`config.mk`:
```
export PLATFORM = sky130hd
export DESIGN_NAME = dcsk_symbol_mapper
export DESIGN_NICKNAME = d
export VERILOG_FILES = /design/src/rtl/dcsk_symbol_mapper.sv
export SDC_FILE = /design/constraint.sdc
export NUM_CORES = 1
export LEC_CHECK = 0
export CAP_MARGIN = 0
export CORE_ASPECT_RATIO = 1.4
export CORE_MARGIN = 1
export CORE_UTILIZATION = 55
export DETAILED_ROUTE_END_ITERATION = 10
export DONT_BUFFER_PORTS = 1
export GPL_TIMING_DRIVEN = 0
export MAX_ROUTING_LAYER = met4
export PLACE_DENSITY = 0.7
export SETUP_SLACK_MARGIN = 0.02
export SYNTH_ARGS = -nofsm -noshare
export SYNTH_HDL_FRONTEND = slang
export SYNTH_SLANG_ARGS = --single-unit
```
`constraint.sdc`:
```
create_clock -name clk -period 3 [get_ports clk]
set_input_delay 0.6 -clock clk [delete_from_list [all_inputs] [get_ports clk]]
set_output_delay 0.6 -clock clk [all_outputs]
set_load 0.05 [all_outputs]
```
`src/rtl/dcsk_symbol_mapper.sv`:
```
// DCSK symbol mapper: walks a message word MSB first and emits, per bit, a
// reference half of chaotic samples followed by a replayed (optionally negated) data half.
module dcsk_symbol_mapper #(
   parameter int unsigned MSG_WIDTH    = 8,
   parameter int unsigned SAMPLE_WIDTH = 8,
   parameter int unsigned SF           = 16
) (
   input  logic                           clk,
   input  logic                           rst_n,
   input  logic                           msg_valid,
   output logic                           msg_ready,
   input  logic [MSG_WIDTH-1:0]           msg_data,
   input  logic signed [SAMPLE_WIDTH-1:0] chaos_in,
   output logic signed [SAMPLE_WIDTH-1:0] tx_sample,
   output logic                           tx_valid,
   output logic                           tx_phase,
   output logic                           sym_start,
   output logic                           done,
   output logic                           busy
);

   localparam int unsigned BW = $clog2(MSG_WIDTH);
   localparam int unsigned CW = $clog2(SF);
   localparam int unsigned SW = SAMPLE_WIDTH;
   localparam logic [BW-1:0] BIT_LAST  = BW'(MSG_WIDTH - 1);
   localparam logic [CW-1:0] CHIP_LAST = CW'(SF - 1);
   localparam logic signed [SW-1:0] SMIN = {1'b1, {(SW-1){1'b0}}};
   localparam logic signed [SW-1:0] SMAX = {1'b0, {(SW-1){1'b1}}};

   typedef enum logic [1:0] {
      S_IDLE = 2'd0,
      S_REF  = 2'd1,
      S_DATA = 2'd2
   } state_t;

   state_t                r_state;
   state_t                w_next_state;
   logic [MSG_WIDTH-1:0]  r_msg;
   logic [BW-1:0]         r_bit_idx;
   logic [CW-1:0]         r_chip_cnt;
   logic signed [SW-1:0]  r_buf [SF];

   logic signed [SW-1:0]  r_tx_sample;
   logic                  r_tx_valid;
   logic                  r_tx_phase;
   logic                  r_sym_start;
   logic                  r_done;
   logic                  r_busy;
   logic                  r_msg_ready;

   logic                  w_capture;
   logic                  w_chip_last;
   logic                  w_bit_last;
   logic signed [SW-1:0]  w_buf_rd;
   logic signed [SW-1:0]  w_neg;
   logic signed [SW-1:0]  w_tx_sample_d;
   logic                  w_tx_valid_d;
   logic                  w_tx_phase_d;
   logic                  w_sym_start_d;
   logic                  w_done_d;

   assign w_capture   = (r_state == S_IDLE) && msg_valid && r_msg_ready;
   assign w_chip_last = (r_chip_cnt == CHIP_LAST);
   assign w_bit_last  = (r_bit_idx == '0);
   assign w_buf_rd    = r_buf[r_chip_cnt];
   // Saturating negation: the most negative code has no positive twin.
   assign w_neg       = (w_buf_rd == SMIN) ? SMAX : -w_buf_rd;

   always_ff @(posedge clk or negedge rst_n) begin
      if (!rst_n) r_state <= S_IDLE;
      else        r_state <= w_next_state;
   end

   always_comb begin
      w_next_state = r_state;
      case (r_state)
         S_IDLE: if (w_capture) w_next_state = S_REF;
         S_REF:  if (w_chip_last) w_next_state = S_DATA;
         S_DATA: if (w_chip_last) w_next_state = w_bit_last ? S_IDLE : S_REF;
         default: w_next_state = S_IDLE;
      endcase
   end

   always_comb begin
      w_tx_sample_d = r_tx_sample;
      w_tx_valid_d  = 1'b0;
      w_tx_phase_d  = 1'b0;
      w_sym_start_d = 1'b0;
      w_done_d      = 1'b0;
      case (r_state)
         S_REF: begin
            w_tx_sample_d = chaos_in;
            w_tx_valid_d  = 1'b1;
            w_sym_start_d = (r_chip_cnt == '0);
         end
         S_DATA: begin
            w_tx_sample_d = r_msg[r_bit_idx] ? w_buf_rd : w_neg;
            w_tx_valid_d  = 1'b1;
            w_tx_phase_d  = 1'b1;
            w_done_d      = w_chip_last && w_bit_last;
         end
         default: ;
      endcase
   end

   // Message, bit index and chip counter.
   always_ff @(posedge clk or negedge rst_n) begin
      if (!rst_n) begin
         r_msg      <= '0;
         r_bit_idx  <= '0;
         r_chip_cnt <= '0;
      end else begin
         case (r_state)
            S_IDLE: if (w_capture) begin
               r_msg      <= msg_data;
               r_bit_idx  <= BIT_LAST;
               r_chip_cnt <= '0;
            end
            S_REF: r_chip_cnt <= w_chip_last ? '0 : r_chip_cnt + CW'(1);
            S_DATA: begin
               r_chip_cnt <= w_chip_last ? '0 : r_chip_cnt + CW'(1);
               if (w_chip_last && !w_bit_last) r_bit_idx <= r_bit_idx - BW'(1);
            end
            default: ;
         endcase
      end
   end

   // Reference-half capture buffer; contents need no reset.
   always_ff @(posedge clk) begin
      if (r_state == S_REF) r_buf[r_chip_cnt] <= chaos_in;
   end

   always_ff @(posedge clk or negedge rst_n) begin
      if (!rst_n) begin
         r_tx_sample <= '0;
         r_tx_valid  <= 1'b0;
         r_tx_phase  <= 1'b0;
         r_sym_start <= 1'b0;
         r_done      <= 1'b0;
         r_busy      <= 1'b0;
         r_msg_ready <= 1'b1;
      end else begin
         r_tx_sample <= w_tx_sample_d;
         r_tx_valid  <= w_tx_valid_d;
         r_tx_phase  <= w_tx_phase_d;
         r_sym_start <= w_sym_start_d;
         r_done      <= w_done_d;
         r_busy      <= (w_next_state != S_IDLE);
         r_msg_ready <= (w_next_state == S_IDLE);
      end
   end

   assign tx_sample = r_tx_sample;
   assign tx_valid  = r_tx_valid;
   assign tx_phase  = r_tx_phase;
   assign sym_start = r_sym_start;
   assign done      = r_done;
   assign busy      = r_busy;
   assign msg_ready = r_msg_ready;

endmodule
```
After elaboration in Yosys (flattened, before gate mapping)
Memory sizes are Yosys's and may differ from the RTL's.
Index checks and enable logic that the tools add are counted.
{ "totals": {"ff_bits": 31, "ramBits": 128, "wordCells": 61, "input_bits": 19, "n_memories": 1} }
{ "memory_table": {"columns": ["memory", "words", "width", "read_ports", "rd_ports_with_merged_regs", "wr", "line_no", "source"], "rows": [
  ["r_buf", 16, 8, 1, 0, 1, "41", "logic signed [SW-1:0] r_buf [SF];"]
]} }
{ "op_classes": {"mux": 22, "order_cmp": 1, "addsub": 3, "n_reduce_logical": 17, "eq_ne": 6} }
{ "op_table": {"columns": ["operator", "count"], "rows": [
  ["8-bit 2-to-1 mux", 2],
  ["8-bit case mux with 2 select lines", 1],
  ["8-bit equality test, second input constant", 1],
  ["1-bit 2-to-1 mux", 8],
  ["4-bit 2-to-1 mux", 2],
  ["8-bit negator", 1],
  ["4-bit case mux with 2 select lines", 1],
  ["2-bit nonzero test", 4],
  ["2-bit 2-to-1 mux", 3],
  ["3-bit 2-to-1 mux", 2],
  ["2-bit case mux with 3 select lines", 1],
  ["3-bit case mux with 2 select lines", 1],
  ["4-bit by 1-bit adder with 4-bit output, second input constant", 1],
  ["4-bit equality test, second input constant", 1],
  ["1-bit logical AND", 4],
  ["2-bit zero test", 2],
  ["4-bit zero test", 1],
  ["3-bit by 4-bit less-than comparator with 1-bit output, second input constant", 1],
  ["2-bit inequality test, second input constant", 2],
  ["2-bit AND reduction", 2],
  ["1-bit binary-select mux with 3-bit select", 1],
  ["3-bit zero test", 1],
  ["3-bit AND reduction", 1],
  ["3-bit by 1-bit subtractor with 3-bit output, second input constant", 1],
  ["other kinds (4)", 4]
]} }

Logic depth before layout (Yosys ltp)
{ "logic_depth": {"ltp_word": 6, "mapped_depth": 13, "mapped_depth_nobuf": 10} }

Worst setup path before layout
Ideal clock, no wire load.
{ "synth_timing": {"path_type": "reg-to-reg", "startpoint": "register r_chip_cnt[0]", "endpoint": "register r_tx_sample[7], in the netlist tx_sample[7]", "required_ns": 2.877, "path_slack_ns": 0.282, "setup_time_ns": 0.123, "t_arrival_ns": 2.595, "stages_incl_launch_ff": 14, "cell_sequence": "dfrtp_1 -> buf_6 -> buf_8 -> buf_8 -> mux4_2 -> a22oi_1 -> nand3_1 -> inv_1 -> ha_1 -> inv_1 -> nor2_1 -> a41o_2 -> inv_2 -> o221a_1"} }
{ "synth_between": {"elab_chain_cells": 5, "elab_cells_between_ends": 6} }
{ "synth_rtl": {"columns": ["item", "line_no", "source"], "rows": [
  ["from (decl)", "40", "logic [CW-1:0] r_chip_cnt;"],
  ["from (signal assigned)", "119", "S_REF: r_chip_cnt <= w_chip_last ? '0 : r_chip_cnt + CW'(1);"],
  ["from (signal assigned)", "121", "r_chip_cnt <= w_chip_last ? '0 : r_chip_cnt + CW'(1);"],
  ["memory read 16 x 8 bit *", null, null],
  ["8-bit negator / 8-bit equality test (equally long branches)", "67", "assign w_neg = (w_buf_rd == SMIN) ? SMAX : -w_buf_rd;"],
  ["8-bit 2-to-1 mux", "67", null],
  ["8-bit 2-to-1 mux *", "97", "w_tx_sample_d = r_msg[r_bit_idx] ? w_buf_rd : w_neg;"],
  ["8-bit case mux with 2 select lines *", "90", "case (r_state)"],
  ["to (signal assigned)", "144", "r_tx_sample <= w_tx_sample_d;"],
  ["to (decl)", "43", "logic signed [SW-1:0] r_tx_sample;"]
]} }
Every way passes the cells marked *; elsewhere a longest branch is shown, timed or not.
A chain may end at the register's enable or synchronous reset.

Final worst setup path
{ "layout_timing": {"startpoint": "register r_chip_cnt[0]", "endpoint": "register r_tx_sample[0], in the netlist tx_sample[0]"} }
Same word-level chain as after synthesis.

==> results.json <==
{
  "clockRootBuffer": "clkbuf_16",
  "cts_tree": "yes",
  "clock_path_buffers": 2,
  "yosys-top-cells-area": "edfxtp_1 58%, mux4_2 12%, dfrtp_1 11%",
  "ys_async_sr_fraction_pct": 19.5,
  "grt_pass1_wl_um": 21100,
  "yosysWarnings": 0,
  "grt_overflow_total": 0,
  "synthesis.nets": 420,
  "crit_path_max_fanout": 19,
  "ir_drop_uv": 476,
  "seq_area_frac_synth_pct": 69.4,
  "timing.final.crit_period_ns": 2.82,
  "port_buffers": 0,
  "fmax_mhz": 354,
  "grt_util_all_layers_pct": 24.7,
  "dr.pass1.iters": 5,
  "ys_types": 45,
  "routed_via_density": 6.23,
  "yosys.area.top_type": "edfxtp_1",
  "synth_edf_count": 128,
  "most-common-layout-cells": "128 x edfxtp_1, 35 x mux4_2, 30 x dfrtp_1",
  "htreeDepth": 4,
  "critPathCaptureType": "register",
  "synth_top_area_share_pct": 57.8,
  "dp.final_hpwl_um": 9080,
  "finClkSkew_ns": 0.00833,
  "grt_setup_unrepaired": "no",
  "cp.arrival_ns": 3.15,
  "place_ws_ns": -0.312,
  "die_w_um": 95.0,
  "finish.utilization_pct": 63.6,
  "final-hold-violation-count": 0,
  "nets": 441,
  "remaining_drc_errors": 0,
  "relSlewSlack_pct": 7.29,
  "grt_pass1_vias": 3792,
  "ys_ff_latch": 159,
  "antenna_found_initial": 0,
  "hold_path.class": "input pin to register",
  "ys.flop_type": "edfxtp_1",
  "period_share_pct": 94.1,
  "start_util_pct": 56.3,
  "synth_area_mm2": 0.00666,
  "max_cap_viol_count": 0,
  "gp_congestion": 0.830,
  "start_kind": "register",
  "ios": 33,
  "syn_avg_cell_area_um2": 17.1,
  "fillCellCount": 812,
  "detail_route.iter0.violations": 302,
  "clkLatencyLatePin_ns": 0.42,
  "drive_above_1_share_pct": 23.1,
  "final_common_cell": "edfxtp_1",
  "worst_pin_slew_ns": 1.38,
  "power_density_mw_per_mm2": 1010,
  "clk_pin_slew_ns": 0.06,
  "crit_start": "r_chip_cnt[0]$_DFFE_PN0P_",
  "crit_type": "register to register",
  "core_area_mm2": 0.0118,
  "die_h_um": 132,
  "ant_nets": 0,
  "critPathRequiredTime_ns": 3.33,
  "antennaDiodeCount": 0,
  "syn_inst": 390,
  "regToRegStartpoint": "r_chip_cnt[0]$_DFFE_PN0P_",
  "areaGrowthSynthToFinish_pct": 13.0,
  "drt-total-wl_um": 13600,
  "cts_buffers": 17,
  "finalMaxSlewViolations": 0,
  "hp-start": "chaos_in[2]",
  "avgRoutedWirePerCell_um": 23.8,
  "grt_max_degree": 31,
  "dr_total_vias": 3556,
  "setup_viol": 0,
  "p_leak_nw": 2.65,
  "fin_ws_ns": 0.178,
  "fp-row-count": 47,
  "die_area_mm2": 0.0126,
  "cts.sinks": 159,
  "status": "complete, no violations"
}
## layer usage
layer	GRT usage, %	wire (um)	vias up
met5	-	0	-
met4	9.51	341	0
met3	5.54	633	29
met2	41.0	7350	127
met1	28.8	5250	1841
li1	-	-	1559
## area by class of cell
cell class	instances	area, um^2	area share (%)
sequential	159	4620	61.5
multi-input combinational	191	1860	24.8
clock buffer	23	542	7.21
tap	147	184	2.45
buffer	15	111	1.48
inverter	22	82.6	1.10
clock inverter	9	61.3	0.816
timing repair buffer	5	55.1	0.732
## sequential cells by signal, summed over array words and instances (netlist names)
register,count
sym_start,1
done,1
r_bit_idx,3
msg_ready,1
tx_phase,1
tx_sample,8
busy,1
r_buf,128
r_msg,8
tx_valid,1
r_chip_cnt,4
r_state,2
## cells in the mapped netlist, types with 3 or more instances
| cell | number |
|---|---|
| a21oi_1 | 6 |
| o21ai_1 | 4 |
| xnor2_1 | 3 |
| nand3_1 | 5 |
| dfrtp_1 | 30 |
| o221ai_1 | 4 |
| o21ai_0 | 11 |
| nand2b_1 | 5 |
| a31oi_1 | 6 |
| inv_1 | 21 |
| edfxtp_1 | 128 |
| a22oi_1 | 12 |
| clkbuf_1 | 10 |
| ha_1 | 11 |
| and3_1 | 5 |
| nand2_1 | 22 |
| nor3_1 | 4 |
| mux2_2 | 9 |
| nor2_1 | 26 |
| mux4_2 | 35 |
## worst max-delay path, stage by stage, from the launching register on
cell	delay [ns]
dfrtp_1	0.39
buf_6	0.17
buf_12	0.21
mux4_2	0.54
a22oi_2	0.25
nand3_1	0.11
inv_1	0.08
ha_1	0.17
inv_1	0.08
nor2_2	0.14
a41o_2	0.28
o221ai_1	0.17
o21ai_0	0.13
## per-stage QoR
step | setup TNS, ns | area [um^2] | instances | total power [mW] | hold slack [ns]
after detailed placement | -2.01 | 6840 | 537 | 5.43 | 0.305
after global routing | 0 | 7520 | 571 | 7.95 | 0.256
final | 0 | 7520 | 571 | 7.60 | 0.277
after global placement | -1.64 | 6840 | 537 | 5.38 | 0.305
after CTS | 0 | 7480 | 570 | 7.58 | 0.00796
after floorplan | 0 | 6660 | 390 | 4.89 | 0.304
## logic make-up after synthesis
logic type	Yosys count	synth area share (%)
buffers and inverters	40	2.91
AO/OA/AOI/OAI	55	6.00
adder cells (fa/ha/maj)	11	2.07
AND/OR/NAND/NOR	75	5.40
multiplexers	46	13.7
flip-flops	159	69.4
XOR/XNOR	4	0.527
## power breakdown
part / switching (mW) / internal, mW / total (mW)
Sequential: 0.443 / 2.72 / 3.16
Clock: 0.848 / 1.28 / 2.13
Combinational: 1.32 / 0.993 / 2.31
Total: 2.61 / 4.99 / 7.60
## worst paths after layout
check,endpoint,slack (ns),depth (start not counted)
setup / recovery,tx_sample[0]$_DFFE_PN0P_,0.18,12
hold reg to reg,r_msg[4]$_DFFE_PN0P_,0.50,1
max in group asynchronous,tx_sample[4]$_DFFE_PN0P_,2.20,2
hold / removal,r_buf[6][2]$_DFFE_PP_,0.28,0
min in group asynchronous,msg_ready$_DFF_PN1_,0.57,1
setup reg to reg,tx_sample[0]$_DFFE_PN0P_,0.18,12
## timing repair
action / CTS / global route
setup endpoints to repair: 8 / 7
resized for setup: 5 / 7
setup buffers: 2 / 0
hold buffers: 2 / 1
hold endpoints to repair: 30 / 1
pin swaps: 2 / 1
(Power assumes the default switching activity.)
